--- config.mk ---
export PLATFORM = sky130hd
export DESIGN_NAME = node_msg_rx_writer
export DESIGN_NICKNAME = d
export VERILOG_FILES = /design/src/rtl/node_msg_rx_writer.sv
export SDC_FILE = /design/constraint.sdc
export NUM_CORES = 1
export LEC_CHECK = 0
export CAP_MARGIN = 10
export CORE_MARGIN = 2
export CORE_UTILIZATION = 27
export CTS_CLUSTER_DIAMETER = 60
export CTS_CLUSTER_SIZE = 20
export DETAILED_ROUTE_END_ITERATION = 10
export DONT_BUFFER_PORTS = 1
export HOLD_SLACK_MARGIN = 0.06
export SLEW_MARGIN = 30
export SYNTH_ARGS = -nofsm -noshare
export SYNTH_HDL_FRONTEND = slang
export SYNTH_SLANG_ARGS = --single-unit
--- constraint.sdc ---
create_clock -name clk -period 5.4 [get_ports clk]
set_input_delay 0.81 -clock clk [delete_from_list [all_inputs] [get_ports clk]]
set_output_delay 0.81 -clock clk [all_outputs]
set_load 0.02 [all_outputs]
--- src/rtl/node_msg_rx_writer.sv ---
// Inbound flit-stream receiver: packs each message into a ring of fixed-size slots in
// processing memory port 2, writing a {trunc, len} header word once the message ends.
module node_msg_rx_writer #(
    parameter logic [13:0] BASE_ADDR  = 14'h2600,
    parameter int          NUM_SLOTS  = 4,
    parameter int          SLOT_WORDS = 32
) (
    input  logic                           clk,
    input  logic                           reset,
    input  logic                           in_valid,
    input  logic                           in_sop,
    input  logic                           in_eop,
    input  logic [15:0]                    in_data,
    output logic                           in_ready,
    output logic [13:0]                    address2,
    output logic [15:0]                    writedata2,
    output logic [1:0]                     byteenable2,
    output logic                           chipselect2,
    output logic                           write2,
    output logic                           clken2,
    input  logic                           rel,
    output logic [$clog2(NUM_SLOTS)-1:0]   rd_slot,
    output logic [$clog2(NUM_SLOTS):0]     pending,
    output logic                           irq,
    output logic [7:0]                     drop_count
);
    localparam int SW = $clog2(NUM_SLOTS);
    localparam int PW = SW + 1;

    typedef enum logic [1:0] {IDLE, RECV, HDR, DROP} state_t;

    state_t          state_q, state_d;
    logic [SW-1:0]   wr_slot_q, wr_slot_d;
    logic [SW-1:0]   rd_slot_q, rd_slot_d;
    logic [PW-1:0]   pending_q, pending_d;
    logic [7:0]      drop_q, drop_d;
    logic            trunc_q, trunc_d;
    logic [14:0]     len_q, len_d;
    logic            write2_q, write2_d;
    logic [13:0]     addr_q, addr_d;
    logic [15:0]     wdata_q, wdata_d;
    logic            irq_q, irq_d;

    logic            accept_s;
    logic            commit_s;
    logic            rel_ok_s;
    logic [13:0]     slot_base_s;

    assign in_ready    = (state_q != HDR);
    assign accept_s    = in_valid && in_ready;
    assign commit_s    = (state_q == HDR);
    assign rel_ok_s    = rel && (pending_q != PW'(0));
    assign slot_base_s = BASE_ADDR + 14'(wr_slot_q) * 14'(SLOT_WORDS);

    assign address2    = addr_q;
    assign writedata2  = wdata_q;
    assign write2      = write2_q;
    assign chipselect2 = write2_q;
    assign byteenable2 = 2'b11;
    assign clken2      = 1'b1;
    assign rd_slot     = rd_slot_q;
    assign pending     = pending_q;
    assign irq         = irq_q;
    assign drop_count  = drop_q;

    // Next-state, payload/header write generation and slot bookkeeping
    always_comb begin
        state_d   = state_q;
        wr_slot_d = wr_slot_q;
        rd_slot_d = rd_slot_q;
        pending_d = pending_q;
        drop_d    = drop_q;
        trunc_d   = trunc_q;
        len_d     = len_q;
        write2_d  = 1'b0;
        addr_d    = addr_q;
        wdata_d   = wdata_q;

        case (state_q)
            IDLE: begin
                if (accept_s && in_sop) begin
                    // Availability uses pending as registered at this sop edge
                    if (pending_q == PW'(NUM_SLOTS)) begin
                        drop_d  = (drop_q == 8'hFF) ? drop_q : drop_q + 8'd1;
                        state_d = in_eop ? IDLE : DROP;
                    end else begin
                        write2_d = 1'b1;
                        addr_d   = slot_base_s + 14'd1;
                        wdata_d  = in_data;
                        len_d    = 15'd1;
                        trunc_d  = 1'b0;
                        state_d  = in_eop ? HDR : RECV;
                    end
                end else begin
                    state_d = IDLE;
                end
            end
            RECV: begin
                if (accept_s) begin
                    // len_q beats already stored, so this beat lands at offset len_q+1
                    if (len_q < 15'(SLOT_WORDS - 1)) begin
                        write2_d = 1'b1;
                        addr_d   = slot_base_s + 14'(len_q) + 14'd1;
                        wdata_d  = in_data;
                    end else begin
                        trunc_d = 1'b1;
                    end
                    len_d   = (len_q == 15'h7FFF) ? len_q : len_q + 15'd1;
                    state_d = in_eop ? HDR : RECV;
                end else begin
                    state_d = RECV;
                end
            end
            HDR: begin
                write2_d  = 1'b1;
                addr_d    = slot_base_s;
                wdata_d   = {trunc_q, len_q};
                wr_slot_d = wr_slot_q + SW'(1);
                state_d   = IDLE;
            end
            DROP: begin
                if (accept_s && in_eop) begin
                    state_d = IDLE;
                end else begin
                    state_d = DROP;
                end
            end
            default: begin
                state_d = IDLE;
            end
        endcase

        if (rel_ok_s) begin
            rd_slot_d = rd_slot_q + SW'(1);
        end else begin
            rd_slot_d = rd_slot_q;
        end

        case ({commit_s, rel_ok_s})
            2'b10:   pending_d = pending_q + PW'(1);
            2'b01:   pending_d = pending_q - PW'(1);
            default: pending_d = pending_q;
        endcase

        irq_d = (pending_d != PW'(0));
    end

    // State and registered memory-port outputs with synchronous reset
    always_ff @(posedge clk) begin
        if (reset) begin
            state_q   <= IDLE;
            wr_slot_q <= '0;
            rd_slot_q <= '0;
            pending_q <= '0;
            drop_q    <= 8'd0;
            trunc_q   <= 1'b0;
            len_q     <= 15'd0;
            write2_q  <= 1'b0;
            addr_q    <= 14'd0;
            wdata_q   <= 16'd0;
            irq_q     <= 1'b0;
        end else begin
            state_q   <= state_d;
            wr_slot_q <= wr_slot_d;
            rd_slot_q <= rd_slot_d;
            pending_q <= pending_d;
            drop_q    <= drop_d;
            trunc_q   <= trunc_d;
            len_q     <= len_d;
            write2_q  <= write2_d;
            addr_q    <= addr_d;
            wdata_q   <= wdata_d;
            irq_q     <= irq_d;
        end
    end
endmodule

==> reports/qor.yml <==
clock-sinks: 65
run_status: "finished clean"
ys_seq_area_share_pct: 39.8
antenna_cells: 0
synth_top_area_share_pct: 39.8
dp_hpwl_microns: 6080
critical-path-slowest-cell: "nor2_1"
fin_tns_setup_ns: 0
area_delta_synth_final_pct: 12.4
nets: 393
period_share_pct: 57.7
fmax_mhz: 321
core_sq_mm: 0.0119
post_cts_resized: 0
cts_hold_buf: 0
slew_headroom_pct: 45.4
synth_top_cells_by_area: "dfxtp_1 40%, mux2i_1 6.1%, a21oi_1 6.0%"
finalHoldViolations: 0
arrival_ns: 3.32
grt_pass1_vias: 2682
num_vias: 2753
h-tree-depth: 3
die_w_microns: 114
powerDensity_mw_per_mm2: 379
cp_num_buf_inv: 3
grt_antenna_before_repair: 0
avgSynthCellArea_sq_um: 8.79
synth_ff_type: "dfxtp_1"
ys_warn_count: 0
period_minus_slack_ns: 3.12
synth_largest_area_cell: "dfxtp_1"
critPathRequiredTime_ns: 5.61
post_cts_buffers: 0
synth_edf_count: 0
finClkSkew_ns: 0.00885
nFillCells: 1255
gp_congestion: 0.858
ant_nets: 0
cts_tree: "done"
yosysUniqueCellTypes: 53
die_h_microns: 114
cts_buffers: 9
syn_area_sq_mm: 0.00327
timing.critical_path.cells: "inv_1, ha_2, inv_1, nand2_1, a221o_1, nor2_1, buf_4, a311oi_1"
clk-insertion-delay-late_ns: 0.34
fin_util_pct: 30.9
rsz0062_at_grt: "no"
rows: 40
dieArea_sq_mm: 0.0130
slew_viol_final: 0
finalSetupViolations: 0
crit_family: "simple AND/OR/NAND/NOR gates"
ioPinCount: 72
portBuffers: 0
root_buffer: "clkbuf_16"
start_util_pct: 27.5
clock_path_buffers: 2
ys_seq_elements: 65
final_cell_mix: "65 x dfxtp_1, 39 x a21oi_1, 34 x nor2_1"
postSynthCellCount: 372
wl_per_cell_microns: 16.9
ys_async_sr_fraction_pct: 0
p_leak_nw: 1.25
crit_type: "register to register"
cp_max_fo: 22
grt_max_degree: 58
vias_per_cell: 5.37
grt_pass1_wl_microns: 14200
max_stage_delay_ns: 0.61
critPathCaptureType: "register"
grt_overflow: 0
vdd_drop_max_mv: 0.183
final_common_cell: "dfxtp_1"
drc: 0
tightest_slew_ns: 0.817
crit_path_frequent_cell: "inv_1"
track_usage_pct: 13.9
drive_above_1_share_pct: 7.38
worstSetupStartpointType: "register"
path_clk_slew_ns: 0.06
routed_wl_microns: 8650
drv_cap: 0
drt_iter0_drc: 213
hold_class: "register to register"
firstDrtPassIters: 4
## final timing paths
kind | slack, ns | startpoint | cells after the start | end
worst min register to register | 0.49 | trunc_q | 2 | trunc_q
worst min-delay path | 0.49 | trunc_q | 2 | trunc_q
worst max-delay path | 2.28 | state_q[0] | 8 | address2[13]
worst max register to register | 2.28 | state_q[0] | 8 | address2[13]
## power breakdown
group | switching [mW] | leakage (nW) | internal [mW]
Combinational | 0.107 | 0.562 | 0.0767
Sequential | 0.0825 | 0.530 | 0.519
Clock | 0.224 | 0.157 | 0.386
## worst reg2reg max path: stages (launching register included)
cell,delay (ns)
dfxtp_1,0.36
inv_1,0.07
ha_2,0.39
inv_1,0.39
nand2_1,0.23
a221o_1,0.48
nor2_1,0.61
buf_4,0.34
a311oi_1,0.11
## per-layer routing
layer,part of all wire [%],track usage [%],up-vias
met3,6.1,4.66,9
met5,0,0,-
li1,-,-,1341
met4,1.2,4.63,0
met2,47,22.2,80
met1,46,17.7,1323
## logic make-up (layout without fill, tap and decap cells)
logic type	count (synthesis)	count (layout)	synth area share [%]
flip-flops	65	65	39.8
other	1	3	0.115
XOR/XNOR	21	21	5.62
buffers and inverters	36	28	5.16
AND/OR/NAND/NOR	120	120	19.0
AO/OA/AOI/OAI	99	99	20.1
adder cells (fa/ha/maj)	10	10	4.06
multiplexers	20	20	6.12
## per-stage QoR
| stage | setup slack, ns | hold WS [ns] | instance area, sq um | total power, mW | cells |
|---|---|---|---|---|---|
| CTS | 2.27 | 0.506 | 3670 | 1.41 | 513 |
| finish | 2.28 | 0.491 | 3670 | 1.39 | 513 |
| floorplan | 3.07 | 0.444 | 3280 | 0.757 | 374 |
| global placement | 2.12 | 0.491 | 3340 | 0.789 | 496 |
| global route | 2.01 | 0.526 | 3670 | 1.46 | 513 |
| detailed placement | 2.27 | 0.498 | 3360 | 0.795 | 497 |
## flip-flops by register name (all words and copies together), names as in the netlist
name         count
writedata2      16
len_q           15
address2        14
drop_count       8
pending          3
rd_slot          2
state_q          2
wr_slot_q        2
chipselect2      1
irq              1
trunc_q          1
## synthesized netlist by cell type (2+ instances only)
library cell and count:
a211oi_1 19, a21oi_1 39, a221o_1 2, a2bb2oi_1 3, a311oi_1 3, a31oi_1 2, and3_1 4, buf_1 2
buf_2 9, buf_4 4, clkbuf_1 11, dfxtp_1 65, ha_1 9, inv_1 9, mux2i_1 20, nand2_1 23
nand3_1 14, nand4_1 10, nor2_1 34, nor2b_1 3, nor3_1 6, nor3b_1 4, nor4_1 3, o2111ai_1 2
o211ai_1 5, o21ai_0 12, o31a_1 2, o31ai_1 3, or3_1 5, or4_1 3, xnor2_1 7, xor2_1 14
## final cells by class
type,instances,area (sq um),area share [%]
Sequential cell,65,1300,35.4
Clock buffer,11,253,6.88
Multi-Input combinational cell,273,1820,49.4
Tap cell,147,184,5.01
Inverter,9,33.8,0.919
Clock inverter,5,61.3,1.67
Timing Repair Buffer,3,26.3,0.715
No activity file was read; power rests on OpenSTA's default activity.
